==> config.mk <==
export PLATFORM = sky130hd
export DESIGN_NAME = snoop_responder
export DESIGN_NICKNAME = d
export VERILOG_FILES = /design/src/rtl/snoop_responder_pkg.sv /design/src/rtl/snoop_responder_tag_cmp.sv /design/src/rtl/snoop_responder.sv
export SDC_FILE = /design/constraint.sdc
export NUM_CORES = 1
export LEC_CHECK = 0
export ABC_CLOCK_PERIOD_IN_PS = 4430
export BUFFER_PORTS_ARGS = -buffer_cell sky130_fd_sc_hd__buf_2
export CORE_AREA = 2 2 561 563
export CTS_BUF_LIST = sky130_fd_sc_hd__clkbuf_8
export CTS_CLUSTER_SIZE = 14
export DETAILED_ROUTE_END_ITERATION = 8
export DIE_AREA = 0 0 563 565
export PLACE_DENSITY = 0.3
export SYNTH_ARGS = -nofsm -noshare
export SYNTH_HDL_FRONTEND = slang
export SYNTH_HIERARCHICAL = 1
export SYNTH_SLANG_ARGS = --single-unit
==> constraint.sdc <==
create_clock -name clk -period 4.43 [get_ports clk]
set_clock_uncertainty 0.2 [all_clocks]
set_input_delay 0.2215 -clock clk [delete_from_list [all_inputs] [get_ports clk]]
set_output_delay 0.2215 -clock clk [all_outputs]
set_load 0.01 [all_outputs]
==> src/rtl/snoop_responder_pkg.sv <==
// rtl/snoop_responder_pkg.sv - shared MSI, bus command and address-field definitions
package snoop_responder_pkg;

    localparam int ADDR_W   = 32;
    localparam int CMD_W    = 3;
    localparam int NUM_WAYS = 4;
    localparam int WAY_W    = 2;
    localparam int STATE_W  = 2;
    localparam int TAG_W    = 23;
    localparam int META_W   = STATE_W + TAG_W;
    localparam int LINE_W   = 256;
    localparam int SET_W    = 4;

    // Address slicing shared with the bus arbiter
    localparam int TAG_HI   = 31;
    localparam int TAG_LO   = 9;
    localparam int SET_HI   = 8;
    localparam int SET_LO   = 5;

    typedef enum logic [STATE_W-1:0] {
        MSI_I = 2'b00,
        MSI_S = 2'b01,
        MSI_M = 2'b11
    } msi_e;

    typedef enum logic [1:0] {
        CMD_NONE     = 2'd0,
        CMD_BUS_RD   = 2'd1,
        CMD_BUS_RDX  = 2'd2,
        CMD_BUS_UPGR = 2'd3
    } bus_cmd_e;

    // Unused encodings on the 3-bit bus collapse to NONE
    function automatic bus_cmd_e decode_cmd(input logic [CMD_W-1:0] raw);
        bus_cmd_e c;
        case (raw)
            3'd1:    c = CMD_BUS_RD;
            3'd2:    c = CMD_BUS_RDX;
            3'd3:    c = CMD_BUS_UPGR;
            default: c = CMD_NONE;
        endcase
        return c;
    endfunction

endpackage

==> src/rtl/snoop_responder_tag_cmp.sv <==
// rtl/snoop_responder_tag_cmp.sv - 4-way tag compare with lowest-way priority
module snoop_tag_cmp
    import snoop_responder_pkg::*;
(
    input  logic [NUM_WAYS-1:0][META_W-1:0] meta,
    input  logic [TAG_W-1:0]                tag,
    output logic [NUM_WAYS-1:0]             hit_vec,
    output logic [WAY_W-1:0]                win_way,
    output msi_e                            win_state
);

    // Per-way hit, then scan downward so the lowest hitting way is left standing
    always_comb begin
        hit_vec   = '0;
        win_way   = '0;
        win_state = MSI_I;
        for (int w = 0; w < NUM_WAYS; w++) begin
            hit_vec[w] = (meta[w][TAG_W-1:0] == tag) &&
                         (meta[w][META_W-1 -: STATE_W] != MSI_I);
        end
        for (int w = NUM_WAYS - 1; w >= 0; w--) begin
            if (hit_vec[w]) begin
                win_way   = WAY_W'(w);
                win_state = msi_e'(meta[w][META_W-1 -: STATE_W]);
            end
        end
    end

endmodule

==> src/rtl/snoop_responder.sv <==
// rtl/snoop_responder.sv - MSI snoop responder for one cache's tag/data array
module snoop_responder
    import snoop_responder_pkg::*;
#(
    parameter int CORE_ID = 0
) (
    input  logic                            clk,
    input  logic                            rst,
    input  logic [ADDR_W-1:0]               cmd_addr,
    input  logic [CMD_W-1:0]                cmd_command,
    input  logic                            cmd_src,
    output logic                            arr_req,
    input  logic                            arr_gnt,
    output logic [SET_W-1:0]                arr_set,
    input  logic [NUM_WAYS-1:0][META_W-1:0] meta_rdata,
    input  logic [NUM_WAYS-1:0][LINE_W-1:0] data_rdata,
    output logic [NUM_WAYS-1:0]             meta_we,
    output logic [META_W-1:0]               meta_wdata,
    output logic                            resp_valid,
    output logic                            resp_hit,
    output logic                            resp_flush,
    output logic [LINE_W-1:0]               resp_data
);

    typedef enum logic [2:0] {
        ST_IDLE,
        ST_ARB,
        ST_READ,
        ST_COMPARE,
        ST_UPDATE,
        ST_WAIT_CLR
    } state_e;

    state_e                 state_q, state_d;
    bus_cmd_e               cmd_q, cmd_d;
    logic [ADDR_W-1:SET_LO] addr_q, addr_d;
    logic [WAY_W-1:0]       way_q, way_d;
    msi_e                   new_state_q, new_state_d;

    logic [NUM_WAYS-1:0]    hit_vec;
    logic                   any_hit;
    logic [WAY_W-1:0]       win_way;
    msi_e                   win_state;
    bus_cmd_e               live_cmd;
    logic [NUM_WAYS-1:0]    meta_we_raw;
    logic                   unused_addr_lsbs;

    // Line-offset bits never matter to a snoop
    assign unused_addr_lsbs = ^cmd_addr[SET_LO-1:0];
    assign live_cmd         = decode_cmd(cmd_command);
    assign any_hit          = |hit_vec;

    snoop_tag_cmp u_tag_cmp (
        .meta      (meta_rdata),
        .tag       (addr_q[TAG_HI:TAG_LO]),
        .hit_vec   (hit_vec),
        .win_way   (win_way),
        .win_state (win_state)
    );

    // State and captured-command registers
    always_ff @(posedge clk) begin
        if (rst) begin
            state_q     <= ST_IDLE;
            cmd_q       <= CMD_NONE;
            addr_q      <= '0;
            way_q       <= '0;
            new_state_q <= MSI_I;
        end else begin
            state_q     <= state_d;
            cmd_q       <= cmd_d;
            addr_q      <= addr_d;
            way_q       <= way_d;
            new_state_q <= new_state_d;
        end
    end

    // Next-state and output decode
    always_comb begin
        state_d     = state_q;
        cmd_d       = cmd_q;
        addr_d      = addr_q;
        way_d       = way_q;
        new_state_d = new_state_q;
        arr_req     = 1'b0;
        arr_set     = '0;
        meta_we_raw = '0;
        meta_wdata  = '0;
        resp_valid  = 1'b0;
        resp_hit    = 1'b0;
        resp_flush  = 1'b0;
        resp_data   = '0;
        case (state_q)
            ST_IDLE: begin
                if (live_cmd != CMD_NONE && cmd_src != 1'(CORE_ID)) begin
                    cmd_d   = live_cmd;
                    addr_d  = cmd_addr[ADDR_W-1:SET_LO];
                    state_d = ST_ARB;
                end
            end
            ST_ARB: begin
                if (live_cmd == CMD_NONE) begin
                    state_d = ST_IDLE;
                end else begin
                    arr_req = 1'b1;
                    if (arr_gnt) begin
                        arr_set = addr_q[SET_HI:SET_LO];
                        state_d = ST_READ;
                    end
                end
            end
            ST_READ: begin
                if (live_cmd == CMD_NONE) begin
                    state_d = ST_IDLE;
                end else begin
                    arr_req = 1'b1;
                    arr_set = addr_q[SET_HI:SET_LO];
                    state_d = ST_COMPARE;
                end
            end
            ST_COMPARE: begin
                resp_valid  = 1'b1;
                resp_hit    = any_hit;
                resp_flush  = any_hit && (win_state == MSI_M);
                resp_data   = any_hit ? data_rdata[win_way] : '0;
                way_d       = win_way;
                // Every write demotes: reads leave a shared copy, the rest invalidate
                new_state_d = (cmd_q == CMD_BUS_RD) ? MSI_S : MSI_I;
                if (!any_hit || (cmd_q == CMD_BUS_RD && win_state == MSI_S)) begin
                    state_d = ST_WAIT_CLR;
                end else begin
                    arr_req = 1'b1;
                    arr_set = addr_q[SET_HI:SET_LO];
                    state_d = ST_UPDATE;
                end
            end
            ST_UPDATE: begin
                arr_req     = 1'b1;
                arr_set     = addr_q[SET_HI:SET_LO];
                meta_we_raw = NUM_WAYS'(1) << way_q;
                meta_wdata  = {new_state_q, addr_q[TAG_HI:TAG_LO]};
                state_d     = ST_WAIT_CLR;
            end
            ST_WAIT_CLR: begin
                if (live_cmd == CMD_NONE) begin
                    state_d = ST_IDLE;
                end
            end
            default: state_d = ST_IDLE;
        endcase
    end

    // A reset landing in UPDATE must not let the write strobe through that edge
    assign meta_we = rst ? '0 : meta_we_raw;

endmodule

==> results of run 1 <==
## routing by layer
layer	routed length (um)	vias to the layer above	part of all wire
li1	-	6990	-
met1	100000	8843	0.37
met2	123000	1670	0.45
met3	41600	513	0.15
met4	5610	206	0.021
met5	1330	-	0.0049
## metrics by stage
step	setup slack, ns	hold slack (ns)	instance area [um2]
2_1_floorplan	1.42	0.157	10800
3_3_place_gp	0.0200	0.254	24000
3_5_place_dp	0.0349	0.249	24000
4_1_cts	0.0134	0.0234	24600
5_1_grt	-0.00791	0.0714	24700
6_report	0.201	0.0646	24900
## critical path, cell delays in order, from the launching register on
cell	delay, ns
dfxtp_2	0.38
xnor2_1	0.39
nand4_1	0.37
nor4_4	0.32
nand2b_4	0.13
a21oi_4	0.23
buf_12	0.23
buf_16	0.23
buf_12	0.17
mux4_2	0.53
and2_1	0.18
buf_2	0.18
## flip-flops by register name (all words and copies together) (netlist names)
| signal | cells |
|---|---|
| new_state_q | 1 |
| cmd_q | 2 |
| state_q | 3 |
| addr_q | 27 |
| way_q | 2 |
## power groups by stage
stage	registers [mW]	logic, mW	clock network, mW
finish	0.362	1.41	0.324
global route	0.364	1.48	0.355
CTS	0.363	1.46	0.356
detailed placement	0.370	1.42	0
global placement	0.370	1.42	0
floorplan	0.356	0.310	0
## cell usage after synthesis (all sizes together), types with 2 or more instances
cell / n
a32oi: 2
dfxtp: 35
nor3b: 2
buf: 87
nor4: 13
o21bai: 3
o21ai: 6
nor2b: 2
inv: 4
and3: 26
nand4: 15
nand2: 65
or4: 2
mux4: 256
xor2: 40
nor2: 8
clkbuf: 18
nor3: 7
nand3: 5
nor4b: 2
xnor2: 53
o2111ai: 2
and2b: 2
and2: 256
a221oi: 2
nand3b: 3
a21oi: 33
## path summary, 6_finish.rpt
kind                            slack, ns                      end  cells after the start                     from
worst max-delay path                 0.20            resp_data[35]                     11  addr_q[29]$_SDFFE_PP0P_
worst min-delay path                 0.06  state_q[2]$_SDFFE_PP0P_                      4                  cmd_src
worst max register to register       0.75  state_q[0]$_SDFFE_PP0P_                     15  addr_q[30]$_SDFFE_PP0P_
worst min register to register       0.27   addr_q[7]$_SDFFE_PP0P_                      2   addr_q[7]$_SDFFE_PP0P_
## cells by family (layout without fill, tap and decap cells)
group | Yosys count | after routing
compound gates | 56 | 56
mux | 257 | 257
flops | 35 | 35
simple gates | 412 | 412
other cells | 1 | 130
xor+xnor | 93 | 93
buf+inv | 110 | 1637
## final cells by class
type	instances	area (um2)
Inverter	5	23.8
Tap cell	4140	5180
Clock inverter	2	16.3
Antenna cell	129	323
Fill cell	36871	286000
Timing Repair Buffer	1624	9100
Sequential cell	35	709
Clock buffer	6	82.6
Multi-Input combinational cell	819	9510
## what timing repair did
item / in CTS / in global routing
setup endpoints to repair: 236 / 59
resized for setup: 17 / 12
hold buffers: 29 / 0
hold endpoints to repair: 27 / 0
cloned: 1 / 0
setup buffers: 3 / 1
pin swaps: 6 / 5
==> results.ini, run 1 <==
[logic_synthesis]
synth_nets=2127
synth_top_area_share=0.532
yosysUniqueCellTypes=55
ys_seq_area_frac=0.0647
syn_area_per_cell_um2=11.2
synth_top_flop_cell=dfxtp_1
synth_area_um2=10800
syn_inst=964
synth_xor_area_frac=0.0752
yosysWarnings=6
synth_top_family_by_area=multiplexers
yosys_register_bits=35
yosys-top-cells-area=mux4_2 53%, and2_1 15%, dfxtp_1 6.5%
muxShareOfSynthArea=0.533
synth_edf_count=0
synth-adder-area-share=0
synth_compound_area_frac=0.0318
synth_top_cell_by_area=mux4_2
async_reset_ff_frac=0
yosys.area_share.simple=0.229

[detailed_routing]
drtIter0Drc=1305
drtPass1Iterations=4
ant_nets=0
via_per_inst=2.70
routed_wirelength_mm=271
drc=0
detail_route.wl_per_cell_um=40.2
dr_total_vias=18222

[grt]
met3_usage=0.0934
grt_pass1_vias=18182
grt.busiest_layer=met2
antenna_found_initial=436
grtUsageTotal=0.163
gr-total-overflow=0
grt_start_max_net_pins=47
grtUsageMet2=0.266
grt_use_met1=0.188
grt_first_pass_wirelength_mm=309

[power_and_ir_drop]
swShare=0.480
p_int_mw=1.09
cellPowerDensity_nw_per_um2=84.1
power_frac_comb=0.673
vdd_drop_max_mv=0.107
seqPwrFrac=0.173
power_mw=2.10
p_leak_nw=10.4
p_switching_mw=1.01
clkPwrFrac=0.155

[layout]
fin_nets=3653
finalNonFillerCells=6760
area_growth_pct=130
layout_common_cells=1447 x buf_2, 256 x mux4_2, 255 x and2_1
final_common_cell=buf_2
fin_util=0.0801
layout-drive-gt1-share=0.760

[placement]
gp_congestion=0.938
dpl.hpwl_mm=259
dp.cells=6589
portBuffers=1449

[floorplanning]
dieArea_um2=318000
boundaryPins=1456
placement_rows=205
initial_core_util=0.0348
die_h_um=565
die_w_um=563
fp.coreArea_um2=311000

[timing]
tns_ns=0
setup_viol=0
min_period_over_period=0.955
max_freq_ghz=0.236
rsz0062_at_grt=yes
fin_crit_ns=4.23
finalMaxSlewViolations=0
slew_headroom=0.303
final-hold-violation-count=0
worst_pin_slew_ns=1.05

[job]
max_cap_violations=0

[clock_tree]
h-tree-depth=2
cts_tree=yes
clkLatencyLatePin_ns=0.35
clockBufferDepth=2
cts_buffers=5
cts_sinks=35
path_clk_slew_ns=0.11
clock-root-buffer=clkbuf_8

[critical_path]
cp.arrival_ns=3.81
crit_fanout=24
path_class=reg2out
crit_required_ns=4.01
end_kind=output pin
critPathLaunchType=flop

[hold_path]
hp-class=in2reg

[status]
status=completed

Note: power is estimated with default switching activity, not from simulation.
==> run 2, diff against run 1 <==
BUFFER_PORTS_ARGS = -buffer_cell sky130_fd_sc_hd__buf_4   (was -buffer_cell sky130_fd_sc_hd__buf_2)
==> run 2 against run 1 <==
  * Global-route usage decreased by 0.28 points
  * Clock power decreased by 2%
  * Total power increased by 2.6%
  * Non-clock buffer count decreased by 14
  * Critical path type unchanged
  * Largest cell class is now buffers
==> results.ini, run 2 (synthesis results as in run 1) <==
[placement]
portBuffers=1449
dpl.hpwl_mm=255
gp_congestion=0.983

[layout]
final_common_cell=buf_4
top_register=addr_q
nFillCells=36450
fin_nets=3639
multi_input_area_um2=9490
layout-drive-gt1-share=0.756
area_growth_pct=161
largest_reg_flops=27
ff_latch_area_um2=707
layout_common_cells=1545 x buf_4, 256 x mux4_2, 256 x and2_1
reg.largest.list=addr_q: 27 flops, state_q: 3 flops

[clock_tree]
cts_sinks=35
cts_buffers=5
cts_tree=yes
clkLatencyLatePin_ns=0.35
path_clk_slew_ns=0.10
clockBufferDepth=2
h-tree-depth=2
clock-root-buffer=clkbuf_8

[detailed_routing]
routed_wirelength_mm=267
ant_nets=0
detail_route.wl_per_cell_um=40.0
via_per_inst=2.73
dr_total_vias=18239
drc=0
drtIter0Drc=1261
drtPass1Iterations=4

[grt]
grt_start_max_net_pins=40
gr-total-overflow=0
grt_first_pass_wirelength_mm=306
antenna_found_initial=377
grtUsageTotal=0.160
grt_pass1_vias=17973

[critical_path]
crit_required_ns=4.01
critPathLaunchType=flop
cp.arrival_ns=3.93
ff2ff_path_depth=15
crit_fanout=20
worstReg2RegEnd=state_q[0]$_SDFFE_PP0P_
reg2reg_from=addr_q[9]$_SDFFE_PP0P_
end_kind=output pin
path_class=reg2out
reg2reg_slack_ns=0.67

[floorplanning]
dieArea_um2=318000
initial_core_util=0.0348
fp.coreArea_um2=311000
die_w_um=563
boundaryPins=1456
die_h_um=565
placement_rows=205

[timing]
fin_crit_ns=4.35
setup_viol=0
max_freq_ghz=0.230
min_period_over_period=0.983
rsz0062_at_grt=no
finalMaxSlewViolations=0
slew_headroom=0.344
final-hold-violation-count=0
whs_ns=0.0580
worst_pin_slew_ns=0.985

[power_and_ir_drop]
power_mw=2.15
vdd_drop_max_mv=0.121
cellPowerDensity_nw_per_um2=76.1
p_leak_nw=11.3

[status]
status=completed

[job]
max_cap_violations=0

[hold_path]
worstHoldStart=cmd_src
holdPathEnd=state_q[2]$_SDFFE_PP0P_
hp-class=in2reg
holdPathStages=4

-- run 2: changes by cell type in the layout (fill, tap and decap cells not counted), sizes merged --
cell	previous run	this run
bufbuf	1	0
buf	1594	1581
diode	129	69
-- run 2: metal layers --
layer  up-vias  routed length [um]  GRT usage  part of all wire
li1       6872                   -          -                 -
met1      8895               97800      0.174              0.37
met2      1622              120000      0.261              0.45
met3       592               41800      0.109              0.16
met4       258                6250     0.0240             0.023
met5         -                1740          0            0.0065
-- run 2: timing repair --
item,CTS,global route
buffers inserted,1,0
gates resized for setup,8,2
endpoints found under the setup margin,261,4
hold endpoints to repair,28,0
pin swaps,2,0
hold buffers,29,0
-- run 2: stage by stage --
| stage | setup WS (ns) | area, um2 | TNS [ns] | instances | utilization |
|---|---|---|---|---|---|
| 2_1_floorplan | 1.42 | 10800 | 0 | 964 | - |
| 3_3_place_gp | -0.0133 | 27700 | -0.0230 | 6579 | 0.0888 |
| 3_5_place_dp | 0.0297 | 27700 | 0 | 6579 | 0.0888 |
| 4_1_cts | 0.00469 | 28100 | 0 | 6617 | 0.0902 |
| 5_1_grt | 0.00698 | 28200 | 0 | 6636 | 0.0904 |
| 6_report | 0.0773 | 28300 | 0 | 6686 | 0.0908 |
-- run 2: how the worst max path moves through the flow --
stage / start / end / slack [ns] / cells past startpoint
2_1_floorplan: addr_q[10]$_SDFFE_PP0P_ / resp_data[100] / 1.42 / 11
3_3_place_gp: addr_q[11]$_SDFFE_PP0P_ / resp_data[101] / -0.01 / 14
3_5_place_dp: addr_q[11]$_SDFFE_PP0P_ / resp_data[101] / 0.03 / 14
4_1_cts: addr_q[13]$_SDFFE_PP0P_ / resp_data[230] / 0.005 / 13
5_1_grt: addr_q[9]$_SDFFE_PP0P_ / resp_data[230] / 0.007 / 14
6_report: addr_q[13]$_SDFFE_PP0P_ / resp_data[236] / 0.08 / 12
-- run 2: worst max-delay path, cell delays in order, from the launching register on --
cell	delay [ns]
dfxtp_1	0.53
buf_4	0.18
xnor2_1	0.12
nand4_1	0.31
nor4_4	0.44
nand2b_4	0.13
a21oi_4	0.18
buf_12	0.14
buf_12	0.19
buf_12	0.20
mux4_2	0.62
and2_1	0.25
buf_4	0.17
-- run 2: where the power goes --
part           internal [mW]  switching (mW)
Combinational          0.909           0.564
Sequential             0.330          0.0301
Clock                  0.128           0.190
Total                   1.37           0.784
-- run 2: final cells by class --
class                           instances  share of cell area
Antenna cell                           69             0.00611
Clock buffer                            6             0.00292
Clock inverter                          2            0.000575
Inverter                                5            0.000841
Multi-Input combinational cell        819               0.336
Sequential cell                        35              0.0250
Tap cell                             4140               0.183
Timing Repair Buffer                 1610               0.446
